<file path="src/rtl/uart_pkg.sv">
// Shared types and constants for the 8N1 UART receiver.
package uart_pkg;

  typedef enum logic [2:0] {
    IDLE,
    START,
    DATA,
    STOP,
    WAIT_IDLE
  } uart_rx_state_e;

  localparam int unsigned UART_DATA_BITS = 8;

  // Width of the per-bit cycle counter
  function automatic int unsigned uart_cnt_width(input int unsigned clks_per_bit);
    return $clog2(clks_per_bit);
  endfunction

endpackage

</file>
<file path="src/rtl/uart_rx_8n1_sync_fifo.sv">
// Synchronous FIFO with registered push/pop and a combinational head output.
// Pointers carry one extra wrap bit so full and empty are distinguishable.
module sync_fifo #(
  parameter int unsigned WIDTH = 8,
  parameter int unsigned DEPTH = 4
) (
  input  logic             clk,
  input  logic             rst,
  input  logic             push,
  input  logic [WIDTH-1:0] push_data,
  input  logic             pop,
  output logic [WIDTH-1:0] head_data,
  output logic             full,
  output logic             empty
);

  localparam int unsigned AW = $clog2(DEPTH);
  localparam logic [AW:0] PTR_ONE = (AW+1)'(1);
  localparam logic [AW-1:0] IDX_ONE = AW'(1);

  logic [WIDTH-1:0] mem [DEPTH];
  logic [AW:0]      wr_ptr;
  logic [AW:0]      rd_ptr;
  logic [AW-1:0]    rd_idx;
  logic [AW-1:0]    last_idx;
  logic             do_push;
  logic             do_pop;

  // Full/empty flags and head selection; an empty FIFO keeps showing the
  // most recently popped entry
  always_comb begin
    empty    = (wr_ptr == rd_ptr);
    full     = (wr_ptr[AW] != rd_ptr[AW]) && (wr_ptr[AW-1:0] == rd_ptr[AW-1:0]);
    rd_idx   = rd_ptr[AW-1:0];
    last_idx = rd_idx - IDX_ONE;
    do_pop   = pop && !empty;
    // A pop in the same cycle frees the slot, so a push into a full FIFO is kept
    do_push  = push && (!full || do_pop);
    head_data = empty ? mem[last_idx] : mem[rd_idx];
  end

  // Storage and pointer update
  always_ff @(posedge clk) begin
    if (rst) begin
      wr_ptr <= '0;
      rd_ptr <= '0;
      for (int unsigned i = 0; i < DEPTH; i++) begin
        mem[i] <= '0;
      end
    end else begin
      if (do_push) begin
        mem[wr_ptr[AW-1:0]] <= push_data;
        wr_ptr              <= wr_ptr + PTR_ONE;
      end
      if (do_pop) begin
        rd_ptr <= rd_ptr + PTR_ONE;
      end
    end
  end

endmodule

</file>
<file path="src/rtl/uart_rx_8n1.sv">
// 8N1 UART receiver: input synchronizer, oversampling FSM, shift register,
// sticky error flags and a small receive FIFO with valid/ready output.
module uart_rx_8n1
  import uart_pkg::*;
#(
  parameter int unsigned CLKS_PER_BIT = 32,
  parameter int unsigned FIFO_DEPTH   = 4
) (
  input  logic       clk,
  input  logic       rst,
  input  logic       rx_i,
  output logic [7:0] rx_data_o,
  output logic       rx_valid_o,
  input  logic       rx_ready_i,
  output logic       frame_err_o,
  output logic       overrun_o,
  input  logic       clr_err_i,
  output logic       busy_o
);

  localparam int unsigned CW = uart_cnt_width(CLKS_PER_BIT);
  localparam int unsigned IW = $clog2(UART_DATA_BITS);
  localparam logic [CW-1:0] HALF_LAST = CW'(CLKS_PER_BIT / 2 - 1);
  localparam logic [CW-1:0] BIT_LAST  = CW'(CLKS_PER_BIT - 1);
  localparam logic [CW-1:0] CNT_ONE   = CW'(1);
  localparam logic [IW-1:0] IDX_LAST  = IW'(UART_DATA_BITS - 1);
  localparam logic [IW-1:0] IDX_ONE   = IW'(1);

  uart_rx_state_e state, state_next;

  logic                      rx_meta;
  logic                      rx_s;
  logic                      rx_prev;
  logic [CW-1:0]             cnt;
  logic [IW-1:0]             idx;
  logic [UART_DATA_BITS-1:0] shift_reg;

  logic half_end;
  logic bit_end;
  logic cnt_clr;
  logic shift_en;
  logic push_req;
  logic frame_set;
  logic overrun_set;
  logic fifo_full;
  logic fifo_empty;
  logic pop;

  assign half_end = (cnt == HALF_LAST);
  assign bit_end  = (cnt == BIT_LAST);

  // Two-flop synchronizer plus previous-sample register for edge detection
  always_ff @(posedge clk) begin
    if (rst) begin
      rx_meta <= 1'b1;
      rx_s    <= 1'b1;
      rx_prev <= 1'b1;
    end else begin
      rx_meta <= rx_i;
      rx_s    <= rx_meta;
      rx_prev <= rx_s;
    end
  end

  // FSM state register
  always_ff @(posedge clk) begin
    if (rst) begin
      state <= IDLE;
    end else begin
      state <= state_next;
    end
  end

  // FSM next-state logic
  always_comb begin
    state_next = state;
    case (state)
      IDLE:      if (rx_prev && !rx_s) state_next = START;
      START:     if (half_end) state_next = rx_s ? IDLE : DATA;
      DATA:      if (bit_end && (idx == IDX_LAST)) state_next = STOP;
      STOP:      if (bit_end) state_next = rx_s ? IDLE : WAIT_IDLE;
      WAIT_IDLE: if (rx_s) state_next = IDLE;
      default:   state_next = IDLE;
    endcase
  end

  // FSM outputs: counter control, sampling strobes and status
  always_comb begin
    cnt_clr   = 1'b0;
    shift_en  = 1'b0;
    push_req  = 1'b0;
    frame_set = 1'b0;
    busy_o    = (state != IDLE);
    case (state)
      IDLE:  cnt_clr = 1'b1;
      START: cnt_clr = half_end;
      DATA: begin
        cnt_clr  = bit_end;
        shift_en = bit_end;
      end
      STOP: begin
        push_req  = bit_end && rx_s;
        frame_set = bit_end && !rx_s;
      end
      default: ;
    endcase
  end

  // Bit-period counter, bit index and LSB-first shift register
  always_ff @(posedge clk) begin
    if (rst) begin
      cnt       <= '0;
      idx       <= '0;
      shift_reg <= '0;
    end else begin
      cnt <= cnt_clr ? '0 : cnt + CNT_ONE;
      if (state != DATA) begin
        idx <= '0;
      end else if (shift_en) begin
        idx <= idx + IDX_ONE;
      end
      if (shift_en) begin
        shift_reg <= {rx_s, shift_reg[UART_DATA_BITS-1:1]};
      end
    end
  end

  assign pop         = rx_valid_o && rx_ready_i;
  assign overrun_set = push_req && fifo_full && !pop;
  assign rx_valid_o  = !fifo_empty;

  // Sticky error flags; clearing wins over a same-cycle set
  always_ff @(posedge clk) begin
    if (rst) begin
      frame_err_o <= 1'b0;
      overrun_o   <= 1'b0;
    end else if (clr_err_i) begin
      frame_err_o <= 1'b0;
      overrun_o   <= 1'b0;
    end else begin
      frame_err_o <= frame_err_o | frame_set;
      overrun_o   <= overrun_o | overrun_set;
    end
  end

  sync_fifo #(
    .WIDTH (UART_DATA_BITS),
    .DEPTH (FIFO_DEPTH)
  ) u_fifo (
    .clk       (clk),
    .rst       (rst),
    .push      (push_req),
    .push_data (shift_reg),
    .pop       (pop),
    .head_data (rx_data_o),
    .full      (fifo_full),
    .empty     (fifo_empty)
  );

endmodule

</file>
<file path="config.mk">
export PLATFORM = sky130hd
export DESIGN_NAME = uart_rx_8n1
export DESIGN_NICKNAME = d
export VERILOG_FILES = /design/src/rtl/uart_pkg.sv /design/src/rtl/uart_rx_8n1_sync_fifo.sv /design/src/rtl/uart_rx_8n1.sv
export SDC_FILE = /design/constraint.sdc
export NUM_CORES = 1
export LEC_CHECK = 0
export CAP_MARGIN = 15
export CORE_UTILIZATION = 64
export DETAILED_ROUTE_END_ITERATION = 8
export PLACE_DENSITY = 0.85
export SLEW_MARGIN = 10
export SYNTH_ARGS = -nofsm -noshare
export SYNTH_HDL_FRONTEND = slang
export SYNTH_SLANG_ARGS = --single-unit
</file>
<file path="constraint.sdc">
create_clock -name clk -period 5 [get_ports clk]
set_clock_uncertainty 0.2 [all_clocks]
set_input_delay 0.5 -clock clk [delete_from_list [all_inputs] [get_ports clk]]
set_output_delay 0.5 -clock clk [all_outputs]
set_load 0.02 [all_outputs]
</file>
==> reports/qor.txt <==
later-pin clock latency in the skew report: 0.34 ns
clk root buf: clkbuf_8
TritonCTS clock tree: yes
reg-to-reg startpoint: cnt[0]$_SDFF_PP0_
Synth area leaders: edfxtp_1, dfxtp_1, mux4_2
die height: 71.27 um
worst r2r dst: u_fifo.mem[0][5]$_SDFFCE_PN0P_
HP Start: rx_meta$_SDFF_PP1_
Post-synth EDFFs: 32
fin worst setup slack: 1.452 ns
design area: 3391 um^2
fin crit period: 3.548 ns
Int Power: 0.8130 mW
critical path type: reg -> out
placed cells: 302
Lkg Pwr: 1.126 nW
# nets final: 273
Reg2Reg Setup Slack: 1.86 ns
Comb power frac: 4.3%
setup TNS: 0 ns
Yosys top cell by area: edfxtp_1
Post-Synthesis Net Count: 261
num rows: 24
Power, Total: 1.027 mW
RSZ-0062 raised after global routing: no
I/O Buffers: 16
pre-CTS setup slack: 1.779 ns
routed length per instance: 16.33 um
1st-iter DRT viols: 92
non-filler cells, final: 318
gpl congestion: 0.7311
CP delay by family, top: flip-flops
Max H-tree Level: 3
Core ar.: 4474 um^2
DP Area: 3212 um^2
top_reg_cell synth: edfxtp_1
Seq/Total Area, Yosys: 52.16%
Mapped Cells: 249
FFs w/ async S/R, synth: 0%
yosys warns: 0
area delta synth->final: 10.43%
first-pass GRT wire length: 8769 um
DPL Wire Length: 3758 um
top cell type's share of synthesized area: 31.30%
syn avg cell area: 12.33 um^2
data required time of the worst path: 4.30 ns
tightest hold margin: 0.2131 ns
largest net degree at the start of global routing: 37
Reg power frac: 55.8%
total CTS buffers: 9
Diodes inserted: 0
Max-Cap Viols: 0
overall via count from detail_route: 1,896
vias per std cell: 5.962
# hold bufs at CTS: 0
crit start category: flip-flop
DIE AREA: 5079 um^2
setup bufs post-CTS: 0
clock sinks: 64
max incr delay on CP: 0.79 ns
Starting Density: 68.62%
Fin. Hold Viols: 0
clk buf depth: 2
Setup violations, final: 0
Die W: 71.27 um
initial antenna violation count: 0
Post-Route WL: 5192 um
number of global-route vias before repair: 1,914
power per cell area: 302.8 nW/um^2
Routed Antenna Nets: 0
gr ovfl total: 0
Slew Viols, Final: 0
synthesized area: 3070 um^2
post-CTS sizing: 0
hold depth: 1
crit path capture type: output port
failing checks: design-rule violations
Worst Tran Pin Value: 0.7801 ns
slew margin rel.: 47.71%
Initial DRT Pass Iterations: 6
Crit Path Max Fanout: 11
residual DRC count: 1
Synth cell types: 46
area of the multi-input gates: 1363 um^2
P_sw: 0.2138 mW
Crit-path slowest cell: dfxtp_1
Worst Hold Endpoint: rx_s$_SDFF_PP1_
fill count: 294
Storage cell area: 1602 um^2
Sw Ratio: 20.82%
final core occ: 75.78%
Critical Path AT: 2.85 ns
num ports: 17
layout cells sized above 1: 20.68%
FF+latch count, synth: 64
FF-to-FF path depth: 7
Tcrit/Tclk final: 70.97%
Clk pwr share: 39.9%
Worst IR Drop VDD: 0.3482 mV
status: complete, but fails checks
Hold Crit Class: reg -> reg
CP Cell Sequence: xor2_2, or3_1, mux2_2, clkdlybuf4s50_1
gr usage total: 23.19%
CP bufs+invs: 1
Reg clk slew, reported paths: 0.07 ns
Max Freq: 281.8 MHz
number of flip-flops in the largest register: 32
-- cell usage after synthesis (3+ instances only) --
cell type and n:
or2_2 3, buf_6 3, xnor2_1 3, nand3_1 3, nand2_1 3, nor2_1 46, or3_1 4, inv_1 4
or4_1 3, xor2_1 5, a21oi_1 8, buf_2 3, edfxtp_1 32, nand2b_1 12, nor2_2 7, dfxtp_1 32
mux2_2 8, clkbuf_1 6, mux2i_1 10, ha_1 7, mux4_2 16
-- final cells by class --
class                           instances  area share, %
Clock buffer                           11          3.875
Clock inverter                          5          1.402
Inverter                                4         0.4428
Multi-Input combinational cell        165          40.18
Sequential cell                        64          47.23
Tap cell                               52          1.919
Timing Repair Buffer                   17          4.945
-- cells by family (layout without fill, tap and decap cells) --
family,count (synthesis),after routing,share of synthesized area (%)
compound gates,18,18,3.709
simple gates,97,97,17.07
flops,64,64,52.16
buf+inv,20,37,3.463
mux,34,34,17.93
xor+xnor,9,9,2.812
fa+ha+maj,7,7,2.852
-- worst reg2reg max path, cell delays in order, from the launching register on --
cell	delay (ns)
dfxtp_1	0.35
ha_1	0.18
and3_1	0.19
ha_1	0.34
and4b_1	0.32
nand2_2	0.10
or4_1	0.73
nand2b_1	0.39
-- worst max-delay path by stage --
stage | start | to | slack, ns | cells after the start
CTS | u_fifo.rd_ptr[0]$_SDFFE_PP0N_ | rx_data_o[2] | 1.41 | 4
detailed placement | u_fifo.rd_ptr[0]$_SDFFE_PP0N_ | rx_data_o[5] | 1.78 | 4
global route | u_fifo.rd_ptr[0]$_SDFFE_PP0N_ | rx_data_o[5] | 1.28 | 4
global placement | u_fifo.rd_ptr[0]$_SDFFE_PP0N_ | rx_data_o[2] | 1.82 | 4
floorplan | cnt[0]$_SDFF_PP0_ | u_fifo.mem[0][0]$_SDFFCE_PN0P_ | 2.31 | 9
finish | u_fifo.rd_ptr[0]$_SDFFE_PP0N_ | rx_data_o[2] | 1.45 | 4
-- power by group through the flow --
stage,clock network [mW],registers [mW],logic [mW]
after global routing,0.438,0.574,0.0473
after floorplan,0,0.579,0.0302
after global placement,0,0.582,0.0431
final,0.410,0.573,0.0440
after CTS,0.415,0.573,0.0444
after detailed placement,0,0.584,0.0442
-- layer usage --
| layer | vias up | GRT usage, % | part of all wire [%] |
|---|---|---|---|
| met3 | 9 | 6.048 | 4.5 |
| met4 | 0 | 12.44 | 1.7 |
| li1 | 925 | - | - |
| met1 | 916 | 28.43 | 44 |
| met2 | 46 | 37.88 | 50 |
| met5 | - | 0 | 0 |
-- cells in the final DEF (no fill, tap or decap), drive strengths merged --
cell           instances
nand3                  3
nor2                  54
mux2i                 10
nor2b                  1
ha                     7
or4                    3
and4b                  1
and2                   1
buf                    1
clkinv                 4
o21ai                  2
o311ai                 1
xnor2                  3
dfxtp                 32
o21bai                 1
and3                   2
a41o                   1
a31oi                  1
o31ai                  2
mux2                   8
or4b                   1
or3                    4
nand4b                 3
clkbuf                11
bufinv                 1
nand2                  4
inv                    4
a32oi                  1
nor4                   2
a21oi                  8
or2                    3
o21a                   1
edfxtp                32
nand2b                12
xor2                   6
nor3                   3
mux4                  16
clkdlybuf4s50         16
Power figures use the tool's default switching activity.
